## src/rtl/fir_arith_pkg.sv

```systemverilog
// Shared arithmetic helpers for the cascade FIR datapath: prefix-tree cells,
// ceil-log2 and the mid-tree pipeline split point.
package fir_arith_pkg;

  function automatic int clog2(input int n);
    int r;
    r = 0;
    while ((1 << r) < n) r++;
    return r;
  endfunction

  // Prefix level after which the optional mid-tree register sits.
  function automatic int mid_split(input int w);
    return (clog2(w) + 1) / 2;
  endfunction

  localparam int LF_MID_W16 = mid_split(16);

  // Cells return {g, p} (black) or g alone (grey) for the span [hi:lo].
  function automatic logic [1:0] black_cell(input logic gh, input logic ph,
                                            input logic gl, input logic pl);
    return {gh | (ph & gl), ph & pl};
  endfunction

  function automatic logic grey_cell(input logic gh, input logic ph, input logic gl);
    return gh | (ph & gl);
  endfunction

  // Reduced cells: the low side is a bare generate (carry-in as bit -1).
  function automatic logic [1:0] rblack_cell(input logic gh, input logic ph, input logic cin);
    return {gh | (ph & cin), 1'b0};
  endfunction

  function automatic logic rgrey_cell(input logic gh, input logic ph, input logic cin);
    return gh | (ph & cin);
  endfunction

endpackage

```

## src/rtl/lf_pipe_adder_if.sv

```systemverilog
// Valid/ready operand and result streams of the pipelined prefix adder.
interface lf_pipe_adder_if #(parameter int WIDTH = 16);
  logic             in_valid;
  logic             in_ready;
  logic [WIDTH-1:0] in_a;
  logic [WIDTH-1:0] in_b;
  logic             in_cin;
  logic             in_sub;
  logic             out_valid;
  logic             out_ready;
  logic [WIDTH-1:0] out_sum;
  logic             out_cout;
  logic             out_ovf;

  modport master (
    output in_valid, in_a, in_b, in_cin, in_sub, out_ready,
    input  in_ready, out_valid, out_sum, out_cout, out_ovf
  );

  modport slave (
    input  in_valid, in_a, in_b, in_cin, in_sub, out_ready,
    output in_ready, out_valid, out_sum, out_cout, out_ovf
  );
endinterface

```

## src/rtl/lf_prefix_tree.sv

```systemverilog
// Slice of a Ladner-Fischer prefix tree covering levels LO_LVL..HI_LVL.
// Levels 0..clog2(WIDTH)-1 work on odd bits; level clog2(WIDTH) fills even bits.
module lf_prefix_tree
  import fir_arith_pkg::*;
#(
  parameter int WIDTH  = 16,
  parameter int LO_LVL = 0,
  parameter int HI_LVL = clog2(WIDTH)
) (
  input  logic [WIDTH-1:0] g_in,
  input  logic [WIDTH-1:0] p_in,
  output logic [WIDTH-1:0] g_out,
  output logic [WIDTH-1:0] p_out
);
  localparam int NL = clog2(WIDTH);

  // Partner bit for node i at level l, or -1 when the node passes through.
  function automatic int lf_partner(input int i, input int l, input int nl);
    if (l == nl) return ((i % 2 == 0) && (i > 0)) ? i - 1 : -1;
    if (i % 2 == 0) return -1;
    if (l == 0) return i - 1;
    if (((i >> l) & 1) == 1) return ((i >> l) << l) - 1;
    return -1;
  endfunction

  // Lowest bit covered by node j once level l has been applied.
  function automatic int lf_low(input int j, input int l, input int nl);
    if (l < 0) return j;
    if (l >= nl) return 0;
    if (j % 2 == 0) return j;
    return (j >> (l + 1)) << (l + 1);
  endfunction

  for (genvar l = LO_LVL; l <= HI_LVL; l++) begin : g_lvl
    logic [WIDTH-1:0] g_cur, p_cur, g_nxt, p_nxt;
    if (l == LO_LVL) begin : g_first
      assign g_cur = g_in;
      assign p_cur = p_in;
    end else begin : g_chain
      assign g_cur = g_lvl[l-1].g_nxt;
      assign p_cur = g_lvl[l-1].p_nxt;
    end
    for (genvar i = 0; i < WIDTH; i++) begin : g_bit
      localparam int J    = lf_partner(i, l, NL);
      localparam bit GREY = (J >= 0) && (lf_low(J, l - 1, NL) == 0);
      if (J < 0) begin : g_pass
        assign g_nxt[i] = g_cur[i];
        assign p_nxt[i] = p_cur[i];
      end else if (GREY) begin : g_grey
        assign g_nxt[i] = grey_cell(g_cur[i], p_cur[i], g_cur[J]);
        assign p_nxt[i] = p_cur[i];
      end else begin : g_black
        assign {g_nxt[i], p_nxt[i]} = black_cell(g_cur[i], p_cur[i], g_cur[J], p_cur[J]);
      end
    end
  end

  assign g_out = g_lvl[HI_LVL].g_nxt;
  assign p_out = g_lvl[HI_LVL].p_nxt;
endmodule

```

## src/rtl/lf_pipe_adder.sv

```systemverilog
// Pipelined Ladner-Fischer adder/subtractor with carry-in, signed overflow,
// optional saturation and a stall-everything valid/ready pipeline.
module lf_pipe_adder
  import fir_arith_pkg::*;
#(
  parameter int WIDTH   = 16,
  parameter int MID_REG = 1,
  parameter int SAT     = 0
) (
  input logic            clk,
  input logic            rst,
  lf_pipe_adder_if.slave bus
);
  localparam int NL  = clog2(WIDTH);
  localparam int MID = mid_split(WIDTH);

  function automatic logic signed [WIDTH-1:0] sat_fn(input logic signed [WIDTH-1:0] raw,
                                                     input logic ovf, input logic a_msb);
    if ((SAT != 0) && ovf)
      return a_msb ? {1'b1, {(WIDTH-1){1'b0}}} : {1'b0, {(WIDTH-1){1'b1}}};
    return raw;
  endfunction

  logic                    stall;
  logic                    vld_p0, vld_m, vld_p2;
  logic [WIDTH-1:0]        a_p0, b_p0, h_p0, g_pre, p_pre;
  logic                    cin_p0;
  logic [1:0]              cell0;
  logic [WIDTH-1:0]        g_c, p_unused, h_m, c_vec;
  logic                    cin_m, amsb_m, bmsb_m;
  logic signed [WIDTH-1:0] raw_sum, sum_p2;
  logic                    cout_c, ovf_c, cout_p2, ovf_p2;

  assign stall         = vld_p2 && !bus.out_ready;
  assign bus.in_ready  = !stall;
  assign bus.out_valid = vld_p2;
  assign bus.out_sum   = sum_p2;
  assign bus.out_cout  = cout_p2;
  assign bus.out_ovf   = ovf_p2;

  // Stage 1: conditioned operands (subtract = add inverted B and inverted borrow)
  always_ff @(posedge clk or posedge rst)
    if (rst) vld_p0 <= 1'b0;
    else if (!stall) vld_p0 <= bus.in_valid;

  always_ff @(posedge clk)
    if (bus.in_valid && !stall) begin
      a_p0   <= bus.in_a;
      b_p0   <= bus.in_sub ? ~bus.in_b : bus.in_b;
      cin_p0 <= bus.in_sub ? ~bus.in_cin : bus.in_cin;
    end

  always_comb begin
    cell0    = rblack_cell(a_p0[0] & b_p0[0], a_p0[0] | b_p0[0], cin_p0);
    g_pre    = a_p0 & b_p0;
    g_pre[0] = cell0[1];
    p_pre    = a_p0 | b_p0;
    p_pre[0] = cell0[0];
  end

  assign h_p0 = a_p0 ^ b_p0;

  if (MID_REG != 0) begin : g_mid
    logic [WIDTH-1:0] g_lo, p_lo, g_p1, p_p1, h_p1;
    logic             cin_p1, amsb_p1, bmsb_p1, vld_p1;

    lf_prefix_tree #(.WIDTH(WIDTH), .LO_LVL(0), .HI_LVL(MID - 1)) u_lo (
      .g_in(g_pre), .p_in(p_pre), .g_out(g_lo), .p_out(p_lo)
    );

    // Stage mid: partial prefix state plus what the sum/overflow logic needs
    always_ff @(posedge clk or posedge rst)
      if (rst) vld_p1 <= 1'b0;
      else if (!stall) vld_p1 <= vld_p0;

    always_ff @(posedge clk)
      if (vld_p0 && !stall) begin
        g_p1    <= g_lo;
        p_p1    <= p_lo;
        h_p1    <= h_p0;
        cin_p1  <= cin_p0;
        amsb_p1 <= a_p0[WIDTH-1];
        bmsb_p1 <= b_p0[WIDTH-1];
      end

    lf_prefix_tree #(.WIDTH(WIDTH), .LO_LVL(MID), .HI_LVL(NL)) u_hi (
      .g_in(g_p1), .p_in(p_p1), .g_out(g_c), .p_out(p_unused)
    );

    assign h_m    = h_p1;
    assign cin_m  = cin_p1;
    assign amsb_m = amsb_p1;
    assign bmsb_m = bmsb_p1;
    assign vld_m  = vld_p1;
  end else begin : g_nomid
    lf_prefix_tree #(.WIDTH(WIDTH), .LO_LVL(0), .HI_LVL(NL)) u_all (
      .g_in(g_pre), .p_in(p_pre), .g_out(g_c), .p_out(p_unused)
    );

    assign h_m    = h_p0;
    assign cin_m  = cin_p0;
    assign amsb_m = a_p0[WIDTH-1];
    assign bmsb_m = b_p0[WIDTH-1];
    assign vld_m  = vld_p0;
  end

  always_comb begin
    c_vec   = {g_c[WIDTH-2:0], cin_m};
    raw_sum = h_m ^ c_vec;
    cout_c  = g_c[WIDTH-1];
    ovf_c   = (amsb_m == bmsb_m) && (raw_sum[WIDTH-1] != amsb_m);
  end

  // Stage out: result registers only load when a valid beat advances
  always_ff @(posedge clk or posedge rst)
    if (rst) begin
      vld_p2  <= 1'b0;
      sum_p2  <= '0;
      cout_p2 <= 1'b0;
      ovf_p2  <= 1'b0;
    end else if (!stall) begin
      vld_p2 <= vld_m;
      if (vld_m) begin
        sum_p2  <= sat_fn(raw_sum, ovf_c, amsb_m);
        cout_p2 <= cout_c;
        ovf_p2  <= ovf_c;
      end
    end
endmodule

```

## src/flat_wrapper.sv

```systemverilog
// flat-port wrapper written by rule: the top's interface ports become plain ports
module lf_pipe_adder_flat import fir_arith_pkg::*;
#(
  parameter int WIDTH   = 16,
  parameter int MID_REG = 1,
  parameter int SAT     = 0
)
  (clk, rst, bus_in_valid, bus_in_a, bus_in_b, bus_in_cin, bus_in_sub, bus_out_ready, bus_in_ready, bus_out_valid, bus_out_sum, bus_out_cout, bus_out_ovf);
  lf_pipe_adder_if #(.WIDTH(WIDTH)) bus_i ();
  input logic clk;
  input logic rst;
  input wire logic [$bits(bus_i.in_valid)-1:0] bus_in_valid;
  input wire logic [$bits(bus_i.in_a)-1:0] bus_in_a;
  input wire logic [$bits(bus_i.in_b)-1:0] bus_in_b;
  input wire logic [$bits(bus_i.in_cin)-1:0] bus_in_cin;
  input wire logic [$bits(bus_i.in_sub)-1:0] bus_in_sub;
  input wire logic [$bits(bus_i.out_ready)-1:0] bus_out_ready;
  output wire logic [$bits(bus_i.in_ready)-1:0] bus_in_ready;
  output wire logic [$bits(bus_i.out_valid)-1:0] bus_out_valid;
  output wire logic [$bits(bus_i.out_sum)-1:0] bus_out_sum;
  output wire logic [$bits(bus_i.out_cout)-1:0] bus_out_cout;
  output wire logic [$bits(bus_i.out_ovf)-1:0] bus_out_ovf;
  assign bus_i.in_valid = bus_in_valid;
  assign bus_i.in_a = bus_in_a;
  assign bus_i.in_b = bus_in_b;
  assign bus_i.in_cin = bus_in_cin;
  assign bus_i.in_sub = bus_in_sub;
  assign bus_i.out_ready = bus_out_ready;
  assign bus_in_ready = bus_i.in_ready;
  assign bus_out_valid = bus_i.out_valid;
  assign bus_out_sum = bus_i.out_sum;
  assign bus_out_cout = bus_i.out_cout;
  assign bus_out_ovf = bus_i.out_ovf;
  lf_pipe_adder #(.WIDTH(WIDTH), .MID_REG(MID_REG), .SAT(SAT)) u_core (.clk(clk), .rst(rst), .bus(bus_i));
endmodule
```

## config.mk

```make
export PLATFORM = sky130hd
export DESIGN_NAME = lf_pipe_adder_flat
export DESIGN_NICKNAME = d
export VERILOG_FILES = /design/src/rtl/fir_arith_pkg.sv /design/src/rtl/lf_pipe_adder_if.sv /design/src/rtl/lf_prefix_tree.sv /design/src/rtl/lf_pipe_adder.sv /design/src/flat_wrapper.sv
export SDC_FILE = /design/constraint.sdc
export NUM_CORES = 1
export LEC_CHECK = 0
export BUFFER_PORTS_ARGS = -buffer_cell sky130_fd_sc_hd__buf_2
export CORE_MARGIN = 2
export CORE_UTILIZATION = 34
export DETAILED_ROUTE_END_ITERATION = 6
export PLACE_DENSITY_LB_ADDON = 0.05
export SYNTH_ARGS = -nofsm -noshare
export SYNTH_HDL_FRONTEND = slang
export SYNTH_HIERARCHICAL = 1
export SYNTH_SLANG_ARGS = --single-unit
```

## constraint.sdc

```tcl
create_clock -name clk -period 2.4 [get_ports clk]
set_input_delay 0.12 -clock clk [delete_from_list [all_inputs] [get_ports clk]]
set_output_delay 0.12 -clock clk [all_outputs]
set_load 0.01 [all_outputs]
```

==> summary.md, run 1 <==
| Metric | Value |
|---|---|
| Min cycle time layout | `about 1600 ps` |
| Clock tree from TritonCTS | `built` |
| Post-Synthesis Cells | `~330` |
| Average cell area after synthesis | `13.9 sq um` |
| Synthesized net count | `401` |
| Fmax | `628 MHz` |
| Final max-slew violation count | `0` |
| Outcome | `finished, final reports clean` |
| First-pass DRT Iterations | `4` |
| Routed len/inst | `13.3 um` |
| Startpoint types | `flip-flop` |
| Via count of the first global-routing pass | `2399` |
| Storage cell area | `a little under 3000 sq um` |
| # diodes | `0` |
| Critical path, cell by cell | `inv_1, ha_1, inv_1, a21o_1, a21o_1, a221o_1` |
| Number of hold-slack violations in the final timing report | `0` |
| Horiz. Die Dim | `~120 um` |
| Worst Reg-to-Reg Cells | `6` |
| Portion of total power attributed to combinational logic | `19.6%` |
| Num CTS Buffers | `9` |
| Wire length of the first global-routing pass | `12400 um` |
| Hold Buf Count CTS | `17` |
| Worst-case setup margin in the final layout | `807 ps` |
| End-of-flow core utilization | `41.0%` |
| Area of the core | `13200 sq um` |
| Clock network latency to the later pin of the worst-skew pair | `340 ps` |
| Switching Share | `27.2%` |
| Via density | `about 4.2` |
| Hold/Removal Path Class | `input port to flip-flop` |
| Finished Cell Area | `around 5400 sq um` |
| Yosys synthesis warning count | `6` |
| Transition time of the tightest slew-check pin | `~840 ps` |
| Start point of the worst hold path | `bus_in_valid` |
| Final setup violating endpoints | `0` |
| GRT Total Usage | `11.5%` |
| Layout cells sized above 1 | `21.8%` |
| Cell area after placement | `4940 sq um` |
| Floorplan row count | `42` |
| Clk Tree Root Cell | `sky130_fd_sc_hd__clkbuf_16` |
| 1st-iter DRT viols | `110` |
| DRC Markers | `0` |
| Setup crit end kind | `flip-flop` |
| Footprint of the multi-input gates | `1240 sq um` |
| Critical Path RT | `~2500 ps` |
| Fill cell count | `1237` |
| Pin count of the biggest net entering global routing | `27` |
| Worst endpoint data arrival time | `1680 ps` |
| Normalized max-slew margin | `43.9%` |
| Proportion of power drawn by the clock network | `between 20% and 30%` |
| Antenna Violating Nets Remaining | `0` |
| Number of antenna violations at the first check in global routing | `0` |
| Worst-path cell with the longest stage delay | `sky130_fd_sc_hd__edfxtp_1` |
| Pwr/cell area | `936 nW/um^2` |
| Final global-route overflow total | `0` |
| Min-Delay Endpoint | `u_core/vld_p0` |
| IO Count | `58` |
| Area of the die | `14400 sq um` |
| Vert. Die Dim | `around 120 um` |
| Final weighted congestion in routability-driven placement | `0.730` |
| Number of vias after detailed routing | `approximately 2400` |
| Port-buffer cells | `57` |
| Worst flop-to-flop path endpoint | `u_core/g_mid.g_p1[3]` |
| Highest-count cells in the layout ignoring fill and taps | `sky130_fd_sc_hd__edfxtp_1 (81), sky130_fd_sc_hd__buf_2 (57), sky130_fd_sc_hd__inv_1 (52), sky130_fd_sc_hd__a21oi_1 (37), sky130_fd_sc_hd__ha_1 (32)` |
| Unrepaired setup endpoints after global routing | `false` |
| Post-detailed-routing wire length | `7670 um` |
| Fraction of the cycle the final worst path needs | `66.4%` |
| Total of max-cap violations | `0` |
| Relative contribution of sequential cells to total power | `50.7%` |
| Worst ir drop on vdd | `311 uV` |
| Launching point of the worst reg2reg path | `u_core/a_p0[0]` |
| Syn-to-layout area delta | `17.9%` |
| Most common library cell in the layout ignoring fill and taps | `sky130_fd_sc_hd__edfxtp_1` |
| Static Leak | `approximately 0.0023 uW` |
| Starting density of the core | `34.8%` |
| Total negative slack for setup checks | `0 ps` |
| H-tree depth | `3` |
| Buffers from clock root to sink, at most | `2` |
| Worst setup skew after layout | `8.44 ps` |
| # nets final | `464` |
| Internal power | `3690 uW` |
| Post-synth design cell area | `4590 sq um` |
| Worst path max stage delay | `390 ps` |
| Type of the worst setup path | `flip-flop to flip-flop` |
| TritonCTS sink count | `102` |
| Number of instances resized during post-cts repair | `0` |
| CTS clk-pin slew, worst paths | `~70 ps` |
| Cell count of the worst hold path | `2` |
| Power dissipated by switching net loads | `around 1400 uW` |
| Largest fanout of any net on the critical path | `2` |
| Number of setup buffers added after CTS | `0` |
| Placed wire-length estimate after detailed placement | `5240 um` |
| Pre-CTS WS | `835 ps` |
| Minimum setup slack among reg-to-reg paths | `810 ps` |
## metrics by stage
| stage | hold slack (ps) | cells | power, uW |
|---|---|---|---|
| after floorplan | 96.5 | 331 | 3250 |
| after global placement | 297 | 542 | 3610 |
| after detailed placement | 299 | 542 | 3610 |
| after CTS | 20.1 | 575 | 5160 |
| after global routing | 33.7 | 575 | 5370 |
| final | 35.0 | 575 | 5070 |
## registers in the layout (all words and copies together), names as in the netlist
signal                cells
u_core/bmsb_m             1
u_core/bus.out_ovf        1
u_core/amsb_m             1
u_core/g_mid.vld_p1       1
u_core/vld_p0             1
u_core/bus.out_valid      1
u_core/g_mid.p_p1        13
u_core/bus.out_cout       1
u_core/b_p0              16
u_core/bus.out_sum       16
u_core/cin_p0             1
u_core/g_mid.h_p1        16
u_core/cin_m              1
u_core/g_mid.g_p1        16
u_core/a_p0              16
## critical path, delay by kind of cell, from the launching register on
| family | cells | cell delay [ps] |
|---|---|---|
| compound gates | 3 | 700 |
| fa+ha+maj | 1 | 140 |
| buf+inv | 2 | 110 |
| flops | 1 | 390 |
## cell type report
class	count	area share, %
Clock buffer	9	4.16
Multi-Input combinational cell	150	23.0
Timing Repair Buffer	78	8.97
Inverter	53	3.68
Sequential cell	102	54.7
Tap cell	176	4.07
Clock inverter	7	1.46
## worst max-delay path by stage
stage | to | depth (start not counted) | slack [ps] | from
floorplan | u_core/amsb_m | 3 | 80 | u_core/bus.out_valid
global placement | u_core/bus.out_sum[15] | 2 | 840 | u_core/g_mid.vld_p1
detailed placement | u_core/bus.out_sum[15] | 2 | 830 | u_core/g_mid.vld_p1
CTS | u_core/g_mid.g_p1[3] | 6 | 800 | u_core/a_p0[0]
global route | u_core/bus.out_sum[15] | 2 | 720 | u_core/g_mid.vld_p1
finish | u_core/g_mid.g_p1[3] | 6 | 810 | u_core/a_p0[0]
## power groups by stage
stage	clock network [uW]	registers (uW)	logic (uW)
final	1510	2570	991
after global routing	1620	2630	1120
after CTS	1560	2580	1020
after detailed placement	0	2620	991
after global placement	0	2620	986
after floorplan	0	2610	647
## per-layer routing
metal,up-vias,GRT usage [%],routed length [um]
met4,0,5.96,178
met2,49,17.1,3410
met5,-,0,0
li1,1222,-,-
met3,13,2.59,309
met1,1143,15.7,3770
Note: power is estimated with default switching activity, not from simulation.
==> run 2: changes to the inputs <==
Settings changed: ABC_AREA set to 1.
Clock period 2.4 ns to 1.65 ns, I/O delays scaled along.
==> run 2 against run 1 <==
Clock skew is 1.4 ps lower. Utilization is 0.39 points higher. Final cell count up 7.8%. Fmax increased by 19%. Global-route usage decreased by 0.20 points. Sequential cell count stayed put.
==> summary.md, run 2 <==
| Metric | Value |
|---|---|
| DRC Markers | `0 (unchanged)` |
| Final setup violating endpoints | `0 (unchanged)` |
| H-tree depth | `3 (unchanged)` |
| Normalized max-slew margin | `60.4% (was 43.9%)` |
| Area of the die | `14800 sq um (was 14400 sq um)` |
| Launching point of the worst reg2reg path | `u_core/bus.out_valid (was u_core/a_p0[0])` |
| Clk Tree Root Cell | `sky130_fd_sc_hd__clkbuf_16 (unchanged)` |
| Fraction of the cycle the final worst path needs | `80.9% (was 66.4%)` |
| Via density | `4.00 (was 4.22)` |
| Starting density of the core | `35.2% (was 34.8%)` |
| Number of instances resized during post-cts repair | `0 (unchanged)` |
| Final cell count without fillers | `620 (was 575)` |
| Via count of the first global-routing pass | `2481 (was 2399)` |
| Post-synth design cell area | `4690 sq um (was 4590 sq um)` |
| Worst Reg-to-Reg Cells | `6 (unchanged)` |
| Highest-count cells in the layout ignoring fill and taps | `sky130_fd_sc_hd__edfxtp_1 (81), sky130_fd_sc_hd__inv_1 (68), sky130_fd_sc_hd__nand2_1 (59), sky130_fd_sc_hd__buf_2 (57), sky130_fd_sc_hd__ha_1 (32) (was sky130_fd_sc_hd__edfxtp_1 (81), sky130_fd_sc_hd__buf_2 (57), sky130_fd_sc_hd__inv_1 (52), sky130_fd_sc_hd__a21oi_1 (37), sky130_fd_sc_hd__ha_1 (32))` |
| Critical Path RT | `1670 ps (was 2490 ps)` |
| GRT Total Usage | `11.3% (was 11.5%)` |
| Final max-slew violation count | `0 (unchanged)` |
| Layout cells sized above 1 | `25.9% (was 21.8%)` |
| Area of the core | `13300 sq um (was 13200 sq um)` |
| Fmax | `749 MHz (was 628 MHz)` |
| Routed len/inst | `12.0 um (was 13.3 um)` |
| Average cell area after synthesis | `12.6 sq um (was 13.9 sq um)` |
| Number of hold-slack violations in the final timing report | `0 (unchanged)` |
| Fill cell count | `1286 (was 1237)` |
| Critical path capture point | `u_core/g_mid.h_p1[3] (was u_core/g_mid.g_p1[3])` |
| Number of antenna violations at the first check in global routing | `0 (unchanged)` |
| Worst setup skew after layout | `7.04 ps (was 8.44 ps)` |
| Crit path from | `u_core/bus.out_valid (was u_core/a_p0[0])` |
| Post-Synthesis Cells | `373 (was 331)` |
| First-pass DRT Iterations | `4 (unchanged)` |
| Horiz. Die Dim | `121 um (was 120 um)` |
| Worst ir drop on vdd | `576 uV (was 311 uV)` |
| Unrepaired setup endpoints after global routing | `false (unchanged)` |
| Type of the worst setup path | `flip-flop to flip-flop (unchanged)` |
| TritonCTS sink count | `102 (unchanged)` |
| Yosys synthesis warning count | `6 (unchanged)` |
| Post-detailed-routing wire length | `7420 um (was 7670 um)` |
| 1st-iter DRT viols | `75 (was 110)` |
| # diodes | `0 (unchanged)` |
| Worst flop-to-flop path endpoint | `u_core/g_mid.h_p1[3] (was u_core/g_mid.g_p1[3])` |
| Pwr/cell area | `1370 nW/um^2 (was 936 nW/um^2)` |
| Transition time of the tightest slew-check pin | `595 ps (was 841 ps)` |
| Final global-route overflow total | `0 (unchanged)` |
| Largest fanout of any net on the critical path | `48 (was 2)` |
| Min cycle time layout | `1330 ps (was 1590 ps)` |
| Clock network latency to the later pin of the worst-skew pair | `350 ps (was 340 ps)` |
| Clock tree from TritonCTS | `built (unchanged)` |
| Wire length of the first global-routing pass | `12200 um (was 12400 um)` |
| Hold/Removal Path Class | `input port to flip-flop (unchanged)` |
| Total of max-cap violations | `0 (unchanged)` |
| Pin count of the biggest net entering global routing | `49 (was 27)` |
| Most common library cell in the layout ignoring fill and taps | `sky130_fd_sc_hd__edfxtp_1 (unchanged)` |
| Floorplan row count | `42 (unchanged)` |
| Setup crit end kind | `flip-flop (unchanged)` |
| Outcome | `finished, final reports clean (unchanged)` |
| Placed Cells | `586 (was 542)` |
| Num CTS Buffers | `9 (unchanged)` |
| Antenna Violating Nets Remaining | `0 (unchanged)` |
| Buffers from clock root to sink, at most | `2 (unchanged)` |
| Final weighted congestion in routability-driven placement | `0.679 (was 0.730)` |
| Vert. Die Dim | `121 um (was 120 um)` |
| Synthesized net count | `443 (was 401)` |
| IO Count | `58 (unchanged)` |
| Startpoint types | `flip-flop (unchanged)` |
| Minimum setup slack among reg-to-reg paths | `320 ps (was 810 ps)` |
| Worst endpoint data arrival time | `1360 ps (was 1680 ps)` |
| Port-buffer cells | `57 (unchanged)` |
| Static Leak | `0.00251 uW (was 0.00231 uW)` |
| Number of vias after detailed routing | `2483 (was 2427)` |
| CTS clk-pin slew, worst paths | `60 ps (was 70 ps)` |
| # nets final | `509 (was 464)` |
| Placed wire-length estimate after detailed placement | `4900 um (was 5240 um)` |
| Syn-to-layout area delta | `17.8% (was 17.9%)` |
| Overall power consumption | `7570 uW (was 5070 uW)` |
## run 2: cell count changes in the layout (fill, tap and decap cells not counted), moves of 7 or more
cell and delta:
sky130_fd_sc_hd__nand2_1 +55, sky130_fd_sc_hd__inv_1 +16, sky130_fd_sc_hd__and2_1 -7, sky130_fd_sc_hd__a21oi_1 -32, sky130_fd_sc_hd__o21ai_2 +15, sky130_fd_sc_hd__nand2_2 +12
## run 2: timing repair
item,in CTS,in global routing
setup buffers,0,0
hold buffers,18,0
hold endpoints to repair,38,0
## run 2: routing by layer
metal	track usage [%]	vias to the layer above	routed length, um
li1	-	1295	-
met1	14.3	1138	3410
met2	17.7	39	3550
met3	2.54	11	247
met4	6.90	0	211
met5	0	-	0
## run 2: worst max-delay path: stages, from the launching register on
cell and delay (ps):
sky130_fd_sc_hd__dfrtp_1 380, sky130_fd_sc_hd__inv_2 70, sky130_fd_sc_hd__nor2_4 40, sky130_fd_sc_hd__inv_2 80
sky130_fd_sc_hd__nand2_2 70, sky130_fd_sc_hd__clkinvlp_4 80, sky130_fd_sc_hd__buf_12 240
## run 2: metrics by stage
step	setup TNS (ps)	hold slack, ps	utilization [%]	instance area (sq um)	setup WS (ps)
after global routing	0	29.1	41.4	5530	139
after detailed placement	0	159	37.9	5060	306
final	0	27.2	41.4	5530	315
after global placement	0	155	37.9	5060	330
after CTS	0	6.33	41.4	5530	298
after floorplan	-6820	59.0	-	4700	-142
## run 2: where the power goes
part           leakage, uW  internal [uW]  switching [uW]
Sequential         0.00103           3480             261
Combinational      0.00134            722            1070
Clock             0.000140           1150             886
Total              0.00251           5350            2210
## run 2: cell type report
class | count | area [sq um] | area share (%)
well taps | 176 | 220 | 3.98
clock inverters | 1 | 5.00 | 0.0905
inverters | 76 | 295 | 5.34
flip-flops and latches | 102 | 2960 | 53.5
multi-input cells | 172 | 1260 | 22.8
repair buffers | 78 | 513 | 9.28
clock buffers | 15 | 278 | 5.02
## run 2: worst min path at each step
stage,cells past startpoint,from,end
final,4,bus_out_ready,u_core/vld_p0
after global routing,2,bus_in_b[5],u_core/b_p0[5]
after CTS,4,bus_out_ready,u_core/vld_p0
after detailed placement,3,rst,u_core/bus.out_sum[12]
after global placement,3,rst,u_core/bus.out_sum[12]
after floorplan,1,rst,u_core/bus.out_cout
